===== config.mk =====
export PLATFORM = sky130hd
export DESIGN_NAME = fifo_ddr_burst_writer
export DESIGN_NICKNAME = d
export VERILOG_FILES = /design/src/rtl/fifo_ddr_burst_writer_pkg.sv /design/src/rtl/fifo_ddr_burst_writer_skid.sv /design/src/rtl/fifo_ddr_burst_writer.sv
export SDC_FILE = /design/constraint.sdc
export NUM_CORES = 1
export LEC_CHECK = 0
export BUFFER_PORTS_ARGS = -buffer_cell sky130_fd_sc_hd__clkbuf_2
export CORE_UTILIZATION = 35
export CTS_CLUSTER_SIZE = 10
export DETAILED_ROUTE_END_ITERATION = 16
export MAX_ROUTING_LAYER = met4
export SLEW_MARGIN = 20
export SYNTH_ARGS = -nofsm -noshare
export SYNTH_HDL_FRONTEND = slang
export SYNTH_SLANG_ARGS = --single-unit

===== constraint.sdc =====
create_clock -name clk -period 5.5 [get_ports clk]
set_clock_uncertainty 0.15 [all_clocks]
set_input_delay 1.1 -clock clk [delete_from_list [all_inputs] [get_ports clk]]
set_output_delay 1.1 -clock clk [all_outputs]
set_load 0.005 [all_outputs]

===== src/rtl/fifo_ddr_burst_writer_pkg.sv =====
// Shared constants for the HDMI capture DDR burst writer: FSM encodings and AXI
// response codes.
package fifo_ddr_wr_pkg;

  localparam logic [1:0] ST_IDLE = 2'd0;
  localparam logic [1:0] ST_ADDR = 2'd1;
  localparam logic [1:0] ST_DATA = 2'd2;
  localparam logic [1:0] ST_RESP = 2'd3;

  localparam int BYTES_PER_BEAT = 4;

  localparam logic [1:0] OKAY = 2'b00;

endpackage


===== src/rtl/fifo_ddr_burst_writer_skid.sv =====
// Two-entry data buffer with push/pop/count, decoupling a registered-latency
// source from a ready/valid sink.
module wr_skid_buf_2 #(
  parameter int WIDTH = 32
) (
  input  logic             clk,
  input  logic             tb_rst,
  input  logic             push,
  input  logic [WIDTH-1:0] push_data,
  input  logic             pop,
  output logic [WIDTH-1:0] head,
  output logic [1:0]       count
);

  logic [WIDTH-1:0] ent0;
  logic [WIDTH-1:0] ent1;
  logic             do_pop;
  logic             do_push;

  assign do_pop  = pop && (count != 2'd0);
  assign do_push = push && ((count != 2'd2) || do_pop);
  assign head    = ent0;

  always_ff @(posedge clk or posedge tb_rst) begin
    if (tb_rst) begin
      ent0  <= '0;
      ent1  <= '0;
      count <= 2'd0;
    end else begin
      if (do_pop && do_push) begin
        if (count == 2'd1) begin
          ent0 <= push_data;
        end else begin
          ent0 <= ent1;
          ent1 <= push_data;
        end
      end else if (do_pop) begin
        ent0  <= ent1;
        count <= count - 2'd1;
      end else if (do_push) begin
        if (count == 2'd0) ent0 <= push_data;
        else               ent1 <= push_data;
        count <= count + 2'd1;
      end
    end
  end

endmodule


===== src/rtl/fifo_ddr_burst_writer.sv =====
// Drains the pixel FIFO read side into fixed-length AXI write bursts, advancing
// a frame address that wraps to FRAME_BASE at the end of every frame.
//
// state | meaning
// IDLE  | waiting for at least BURST_LEN words in the FIFO
// ADDR  | presenting the burst address until accepted
// DATA  | fetching and streaming exactly BURST_LEN beats
// RESP  | waiting for the write response, then advancing the address
module fifo_ddr_burst_writer
  import fifo_ddr_wr_pkg::*;
#(
  parameter int                    DATA_WIDTH  = BYTES_PER_BEAT * 8,
  parameter int                    LEVEL_WIDTH = 12,
  parameter int                    ADDR_WIDTH  = 28,
  parameter int                    BURST_LEN   = 16,
  parameter logic [ADDR_WIDTH-1:0] FRAME_BASE  = 28'h0000000,
  parameter int                    FRAME_WORDS = 1036800
) (
  input  logic                   clk,
  input  logic                   tb_rst,
  input  logic                   frame_start,
  input  logic [DATA_WIDTH-1:0]  fifo_rd_data,
  output logic                   fifo_rd_en,
  input  logic                   fifo_rd_empty,
  input  logic [LEVEL_WIDTH-1:0] fifo_rd_water_level,
  output logic [ADDR_WIDTH-1:0]  m_awaddr,
  output logic [7:0]             m_awlen,
  output logic                   m_awvalid,
  input  logic                   m_awready,
  output logic [DATA_WIDTH-1:0]  m_wdata,
  output logic                   m_wvalid,
  input  logic                   m_wready,
  output logic                   m_wlast,
  input  logic                   m_bvalid,
  output logic                   m_bready,
  input  logic [1:0]             m_bresp,
  output logic                   frame_done,
  output logic                   resp_err,
  output logic                   busy
);

  localparam int CNT_W   = $clog2(BURST_LEN + 1);
  localparam int WORDS_W = $clog2(FRAME_WORDS + 1);
  localparam logic [ADDR_WIDTH-1:0] ADDR_STEP = ADDR_WIDTH'(BURST_LEN * (DATA_WIDTH / 8));

  logic [1:0]            state;
  logic [ADDR_WIDTH-1:0] addr_q;
  logic [WORDS_W-1:0]    words_q;
  logic [WORDS_W-1:0]    words_next;
  logic                  frame_wrap;
  logic [CNT_W-1:0]      fetch_rem;
  logic [CNT_W-1:0]      beats_left;
  logic                  inflight;
  logic                  restart_pend;
  logic [1:0]            skid_count;
  logic [2:0]            occupancy;
  logic                  w_fire;

  wr_skid_buf_2 #(.WIDTH(DATA_WIDTH)) u_skid (
    .clk       (clk),
    .tb_rst    (tb_rst),
    .push      (inflight),
    .push_data (fifo_rd_data),
    .pop       (w_fire),
    .head      (m_wdata),
    .count     (skid_count)
  );

  assign m_wvalid  = (skid_count != 2'd0);
  assign w_fire    = m_wvalid && m_wready;
  assign m_wlast   = m_wvalid && (beats_left == CNT_W'(1));
  assign m_awvalid = (state == ST_ADDR);
  assign m_awaddr  = addr_q;
  assign m_awlen   = 8'(BURST_LEN - 1);
  assign m_bready  = (state == ST_RESP);
  assign busy      = (state != ST_IDLE);

  // A beat leaving the buffer this cycle frees the slot the new read will need,
  // which is what keeps the stream gap-free while m_wready stays high.
  assign occupancy  = 3'(skid_count) + 3'(inflight);
  assign fifo_rd_en = (state == ST_DATA) && (fetch_rem != '0) && !fifo_rd_empty &&
                      (occupancy < (3'd2 + 3'(w_fire)));

  assign words_next = words_q + WORDS_W'(BURST_LEN);
  assign frame_wrap = (words_next == WORDS_W'(FRAME_WORDS));

  always_ff @(posedge clk or posedge tb_rst) begin
    if (tb_rst) begin
      state        <= ST_IDLE;
      addr_q       <= FRAME_BASE;
      words_q      <= '0;
      fetch_rem    <= '0;
      beats_left   <= '0;
      inflight     <= 1'b0;
      restart_pend <= 1'b0;
      frame_done   <= 1'b0;
      resp_err     <= 1'b0;
    end else begin
      inflight   <= fifo_rd_en;
      frame_done <= 1'b0;
      if (fifo_rd_en) fetch_rem <= fetch_rem - CNT_W'(1);
      if (w_fire)     beats_left <= beats_left - CNT_W'(1);
      if (frame_start && (state != ST_IDLE)) restart_pend <= 1'b1;

      case (state)
        ST_IDLE: begin
          if (frame_start) begin
            addr_q  <= FRAME_BASE;
            words_q <= '0;
          end
          if (fifo_rd_water_level >= LEVEL_WIDTH'(BURST_LEN)) state <= ST_ADDR;
        end
        ST_ADDR: begin
          if (m_awready) begin
            state      <= ST_DATA;
            fetch_rem  <= CNT_W'(BURST_LEN);
            beats_left <= CNT_W'(BURST_LEN);
          end
        end
        ST_DATA: begin
          if (w_fire && m_wlast) state <= ST_RESP;
        end
        ST_RESP: begin
          if (m_bvalid) begin
            // Errored bursts are dropped, not retried: the address moves on regardless.
            if (m_bresp != OKAY) resp_err <= 1'b1;
            state        <= ST_IDLE;
            restart_pend <= 1'b0;
            frame_done   <= frame_wrap;
            if (restart_pend || frame_start || frame_wrap) begin
              addr_q  <= FRAME_BASE;
              words_q <= '0;
            end else begin
              addr_q  <= addr_q + ADDR_STEP;
              words_q <= words_next;
            end
          end
        end
      endcase
    end
  end

endmodule

==> flow_summary.json, run 1 <==
{
  "status": "complete, no violations",
  "cp_num_buf_inv": 2,
  "fp.coreArea_sq_um": 17900,
  "cts_tree": "yes",
  "wire_per_inst_microns": 14.0,
  "switching_share_pct": 32.6,
  "cp_max_fo": 8,
  "drtPass1Iterations": 4,
  "yosysTopAreaCellShare_pct": 47.0,
  "synthTopCellsByCount": "dfrtp_1, nand2_1, nor2_1",
  "synth.avg_cell_area_sq_um": 9.76,
  "synth_seq_cells": 120,
  "cp_cell_sequence": "inv_1, ha_1, nand2b_1, o21ai_0, and4_1, clkbuf_2",
  "synth-simple-area-share_pct": 19.2,
  "synth_edf_count": 0,
  "syn2layout_area_growth_pct": 19.4,
  "drv_slew": 0,
  "cts.hold.buffers_added": 0,
  "crit_family": "simple AND/OR/NAND/NOR gates",
  "power_frac_clock_pct": 31.7,
  "endpoint_kind": "output pin",
  "clock_path_buffers": 2,
  "die_y_microns": 137,
  "synth_most_common_cell": "dfrtp_1",
  "ys_top_cells_by_area": "dfrtp_1, mux2_2, mux2i_1",
  "finalHoldViolCount": 0,
  "gp_congestion": 0.786,
  "diodes": 0,
  "hpwl_microns": 9030,
  "worst_setup_path_start_kind": "register",
  "crit_slowest_cell": "dfrtp_1",
  "cts_made_buffers": 17,
  "maxSlewHeadroom_pct": 29.5,
  "cts_setup_buffers": 0,
  "routed_wl_microns": 13900,
  "total_power_w": 0.00348,
  "avgViaCountPerCell": 5.00,
  "hold_path.class": "reg2reg",
  "min_to": "resp_err$_DFFE_PP0P_",
  "synth_top_area_cell": "dfrtp_1",
  "slowest_delay_ns": 0.39,
  "fill_cells": 1750,
  "gr-total-overflow": 0,
  "worst_slew_pin_slew_ns": 1.05,
  "hold_depth": 1,
  "dpl-instance-area_sq_um": 7030,
  "die_area_sq_um": 18800,
  "drc": 0,
  "synth_fa_ha_area_share_pct": 3.14,
  "pin_count": 129,
  "vias": 4947,
  "synthXorXnorAreaFrac_pct": 1.92,
  "synth_flop_cell": "dfrtp_1",
  "yosys_warnings": 0,
  "die_x_microns": 137,
  "synthCells": 654,
  "fmax_mhz": 290,
  "cts_resized": 0,
  "synth_mux_area_share_pct": 11.3,
  "ff_latch_area_sq_um": 3000,
  "crit_required_ns": 4.25,
  "final-instance-count-excl-fill": 990,
  "multiInputGateArea_sq_um": 3080,
  "grt_pass1_vias": 4639,
  "cts.sinks": 120,
  "setup_tns_ns": 0,
  "antenna_found_initial": 0,
  "rsz0062_at_grt": "no",
  "path_clk_slew_ns": 0.06,
  "clk_latency_ns": 0.41,
  "crit_start": "u_skid.count[0]$_DFFE_PP0P_",
  "p_per_area_nw_per_um2": 456,
  "p_int_w": 0.00234,
  "timing.rr.end": "words_q[5]$_DFFE_PP0P_",
  "layout-drive-gt1-share_pct": 25.1,
  "fin_crit_sh_pct": 62.7,
  "setup_violations": 0,
  "reg2regPathDepth": 8,
  "p_switching_w": 0.00113,
  "synth_top_family_by_area": "simple AND/OR/NAND/NOR gates",
  "ys_types": 54,
  "yosysSeqAreaShare_pct": 47.0,
  "syn_area_sq_um": 6380,
  "htree_levels": 4,
  "numPortBuffers": 110,
  "leakage_nw": 3.67,
  "vdd.ir_drop.worst_uv": 257,
  "path_class": "reg2out",
  "grt_pass1_wl_microns": 23200,
  "async_flop_share_pct": 100,
  "hold_start": "resp_err$_DFFE_PP0P_",
  "synth_compound_area_share_pct": 11.5,
  "final_area_sq_um": 7620,
  "rows": 49,
  "cap_viol_max_count": 0,
  "root_buffer": "clkbuf_16",
  "grtUsageTotal_pct": 16.2,
  "start_util_pct": 35.7,
  "min_period_ns": 3.45,
  "grt_max_degree": 65,
  "p_comb_share_pct": 29.6,
  "drtAntennaViolNets": 0,
  "arrival_ns": 2.20,
  "drt_iter0_drc": 242,
  "r2r_setup_slack_ns": 2.53,
  "r2r-start": "words_q[4]$_DFFE_PP0P_",
  "power_frac_seq_pct": 38.7,
  "layout.nets": 817,
  "placed_cells": 958
}
[sequential cells by signal, indices dropped and copies added (netlist names)]
name / flops
m_awaddr: 22
restart_pend: 1
u_skid.head: 32
u_skid.count: 2
frame_done: 1
inflight: 1
words_q: 16
state: 2
fetch_rem: 5
beats_left: 5
u_skid.ent1: 32
resp_err: 1
[cells in the final DEF (no fill, tap or decap), types with 7 or more instances in the layout]
master,instances
buf_4,7
nand3_1,22
ha_1,16
xor2_1,7
inv_1,14
xnor2_1,7
clkbuf_16,17
nor2_1,75
nand4_1,11
mux2i_1,35
o221ai_1,21
and2_1,19
o21ai_0,13
conb_1,14
o211ai_1,10
dfrtp_1,120
and4_1,7
nand2_1,83
clkbuf_2,110
mux2_2,33
a21oi_1,40
[per-layer routing]
metal	GRT usage, %	part of all wire [%]	up-vias
met3	5.33	5.8	7
met4	3.91	0.43	0
met2	24.8	46	102
met5	-	0	-
li1	-	-	2481
met1	20.6	48	2357
[worst reg2reg max path: cells and delay by family, from the launching register on]
family / cells / cell delay [ns]
AND/OR/NAND/NOR: 3 / 0.79
AO/OA/AOI/OAI: 3 / 0.79
flip-flops: 1 / 0.51
adder cells (fa/ha/maj): 1 / 0.36
buffers and inverters: 1 / 0.26
[worst max path at each step]
stage | end | slack, ns | cells past startpoint
2_1_floorplan | beats_left[0]$_DFF_PP0_ | 1.06 | 1
3_3_place_gp | fifo_rd_en | 2.09 | 5
3_5_place_dp | fifo_rd_en | 2.10 | 5
4_1_cts | fifo_rd_en | 2.04 | 6
5_1_grt | fifo_rd_en | 1.88 | 6
6_report | fifo_rd_en | 2.05 | 6
[power groups by stage]
| stage | Sequential [W] | Clock [W] | Combinational (W) |
|---|---|---|---|
| after floorplan | 0.00135 | 0 | 0.000713 |
| after global placement | 0.00135 | 0 | 0.00103 |
| after detailed placement | 0.00136 | 0 | 0.00105 |
| after CTS | 0.00135 | 0.00114 | 0.00105 |
| after global routing | 0.00139 | 0.00118 | 0.00118 |
| final | 0.00134 | 0.00110 | 0.00103 |
[logic make-up (layout without fill, tap and decap cells)]
group                    Yosys count  in the layout
other                              2             14
flip-flops                       120            120
buffers and inverters             69            164
multiplexers                      68             68
adder cells (fa/ha/maj)           16             16
AO/OA/AOI/OAI                    108            108
XOR/XNOR                          14             14
AND/OR/NAND/NOR                  257            257
[layout make-up]
type	instances	area share [%]
flip-flops and latches	120	39.4
repair buffers	117	7.92
clock buffers	19	5.81
multi-input cells	477	40.4
well taps	229	3.76
clock inverters	13	1.89
inverters	15	0.772
[stage by stage]
stage / hold WS (ns) / worst slack, ns / utilization, %
floorplan: 0.318 / 1.06 / -
global placement: 0.316 / 2.09 / 39.3
detailed placement: 0.315 / 2.10 / 39.3
CTS: 0.327 / 2.04 / 42.5
global route: 0.364 / 1.88 / 42.6
finish: 0.322 / 2.05 / 42.6
Power figures use the tool's default switching activity.
==> inputs of run 2 (changes only) <==
clock period = 3 ns   (was 5.5 ns; I/O delays follow)
==> run 2 against run 1 <==
  * Die area stayed put
  * Combinational power is 88% higher
  * Sequential share of layout area is 0.82 points lower
  * Core utilization rose by 0.91 points
  * Clock power up 73%
  * Critical path depth unchanged
  * Register-to-register slack got worse by 2.2 ns
  * Sequential power up 84%
  * Largest power group unchanged
  * Highest routed layer unchanged
==> flow_summary.json, run 2 (synthesis results as in run 1) <==
{
  "power_frac_clock_pct": 30.2,
  "final_common_cell": "dfrtp_1",
  "cp_max_fo": 8,
  "power_frac_seq_pct": 39.1,
  "cts_tree": "yes",
  "endpoint_kind": "output pin",
  "status": "complete, no violations",
  "root_buffer": "clkbuf_16",
  "layout-drive-gt1-share_pct": 27.1,
  "min_to": "restart_pend$_DFF_PP0_",
  "cts_resized": 0,
  "hold_path.class": "in2reg",
  "p_switching_w": 0.00209,
  "hold_ws_ns": 0.238,
  "wire_per_inst_microns": 13.8,
  "finalHoldViolCount": 0,
  "gp_congestion": 0.813,
  "worst_setup_path_start_kind": "register",
  "clk_latency_ns": 0.41,
  "reg2regPathDepth": 8,
  "rows": 49,
  "path_clk_slew_ns": 0.06,
  "vias": 5030,
  "die_x_microns": 137,
  "leakage_nw": 3.77,
  "placed_cells": 978,
  "syn2layout_area_growth_pct": 21.9,
  "p_comb_share_pct": 30.7,
  "cts.sinks": 120,
  "hold_start": "m_bvalid",
  "fmax_mhz": 355,
  "start_util_pct": 35.7,
  "htree_levels": 4,
  "r2r-start": "words_q[4]$_DFFE_PP0P_",
  "cts_made_buffers": 17,
  "layout.nets": 838,
  "switching_share_pct": 33.1,
  "drc": 0,
  "path_class": "reg2out",
  "drtAntennaViolNets": 0,
  "r2r_setup_slack_ns": 0.29,
  "fin_crit_sh_pct": 93.8,
  "maxSlewHeadroom_pct": 58.9,
  "drv_slew": 0,
  "grt_max_degree": 114,
  "clock_path_buffers": 2,
  "min_period_ns": 2.81,
  "hold_depth": 2,
  "final_area_sq_um": 7780,
  "final-instance-count-excl-fill": 1011,
  "p_int_w": 0.00422,
  "grt_pass1_vias": 4764,
  "arrival_ns": 2.06,
  "crit_required_ns": 2.25,
  "routed_wl_microns": 14000,
  "final_util_pct": 43.5,
  "gr-total-overflow": 0,
  "setup_violations": 0,
  "cap_viol_max_count": 0,
  "hpwl_microns": 9300,
  "rsz0062_at_grt": "no",
  "die_area_sq_um": 18800,
  "final_cell_mix": "dfrtp_1, clkbuf_2, nand2_1",
  "pin_count": 129,
  "vdd.ir_drop.worst_uv": 525,
  "drtPass1Iterations": 4,
  "timing.rr.end": "m_awaddr[8]$_DFFE_PP0P_",
  "setup_tns_ns": 0,
  "grt_pass1_wl_microns": 23100,
  "drt_iter0_drc": 288,
  "avgViaCountPerCell": 4.98,
  "die_y_microns": 137,
  "p_per_area_nw_per_um2": 811,
  "grtUsageTotal_pct": 16.0,
  "antenna_found_initial": 0,
  "diodes": 0,
  "fp.coreArea_sq_um": 17900,
  "worst_slew_pin_slew_ns": 0.617,
  "numPortBuffers": 110,
  "dpl-instance-area_sq_um": 7220
}
==> run 2: changes by cell type in the layout (fill, tap and decap cells not counted), moves of 2 or more <==
| cell | previous run | this run |
|---|---|---|
| clkinv_2 | 2 | 5 |
| clkinv_4 | 2 | 4 |
| buf_4 | 7 | 24 |
| buf_12 | 0 | 3 |
==> run 2: repair_timing <==
item                      in CTS  in global routing
hold endpoints to repair       7                  0
hold buffers                   1                  0
setup buffers                  0                  0
==> run 2: cell type report <==
cell class	instances	area, sq um
Clock buffer	17	425
Multi-Input combinational cell	477	3080
Fill cell	1746	10100
Tap cell	229	287
Sequential cell	120	3000
Clock inverter	15	130
Inverter	15	60.1
Timing Repair Buffer	138	801
==> run 2: worst max-delay path, cell delays in order (launching register included) <==
cell	delay (ns)
dfrtp_1	0.40
inv_1	0.10
ha_1	0.26
nand2b_1	0.18
o21ai_0	0.14
and4_1	0.40
clkbuf_2	0.18
==> run 2: how the worst max path moves through the flow <==
stage | startpoint | end | slack (ns)
6_report | u_skid.count[0]$_DFFE_PP0P_ | fifo_rd_en | 0.19
3_3_place_gp | words_q[4]$_DFFE_PP0P_ | words_q[5]$_DFFE_PP0P_ | 0.31
2_1_floorplan | words_q[4]$_DFFE_PP0P_ | words_q[5]$_DFFE_PP0P_ | 0.57
5_1_grt | u_skid.count[0]$_DFFE_PP0P_ | fifo_rd_en | 0.01
4_1_cts | u_skid.count[0]$_DFFE_PP0P_ | fifo_rd_en | 0.16
3_5_place_dp | words_q[4]$_DFFE_PP0P_ | words_q[5]$_DFFE_PP0P_ | 0.29
==> run 2: metrics by stage <==
step | power (W) | setup slack (ns)
floorplan | 0.00377 | 0.568
global placement | 0.00440 | 0.311
detailed placement | 0.00446 | 0.294
CTS | 0.00640 | 0.159
global route | 0.00679 | 0.0113
finish | 0.00631 | 0.187
==> run 2: layer usage <==
layer  up-vias  part of all wire, %  GRT usage [%]
met5         -                    0              -
met4         0                  1.2           5.74
met3        16                  5.2           3.78
met2       104                   45           25.2
met1      2392                   48           20.0
li1       2518                    -              -
==> run 2: power groups by stage <==
stage	Clock [W]	Combinational, W	Sequential, W
3_3_place_gp	0	0.00193	0.00247
6_report	0.00190	0.00194	0.00247
4_1_cts	0.00196	0.00197	0.00247
3_5_place_dp	0	0.00197	0.00250
2_1_floorplan	0	0.00131	0.00247
5_1_grt	0.00203	0.00221	0.00255
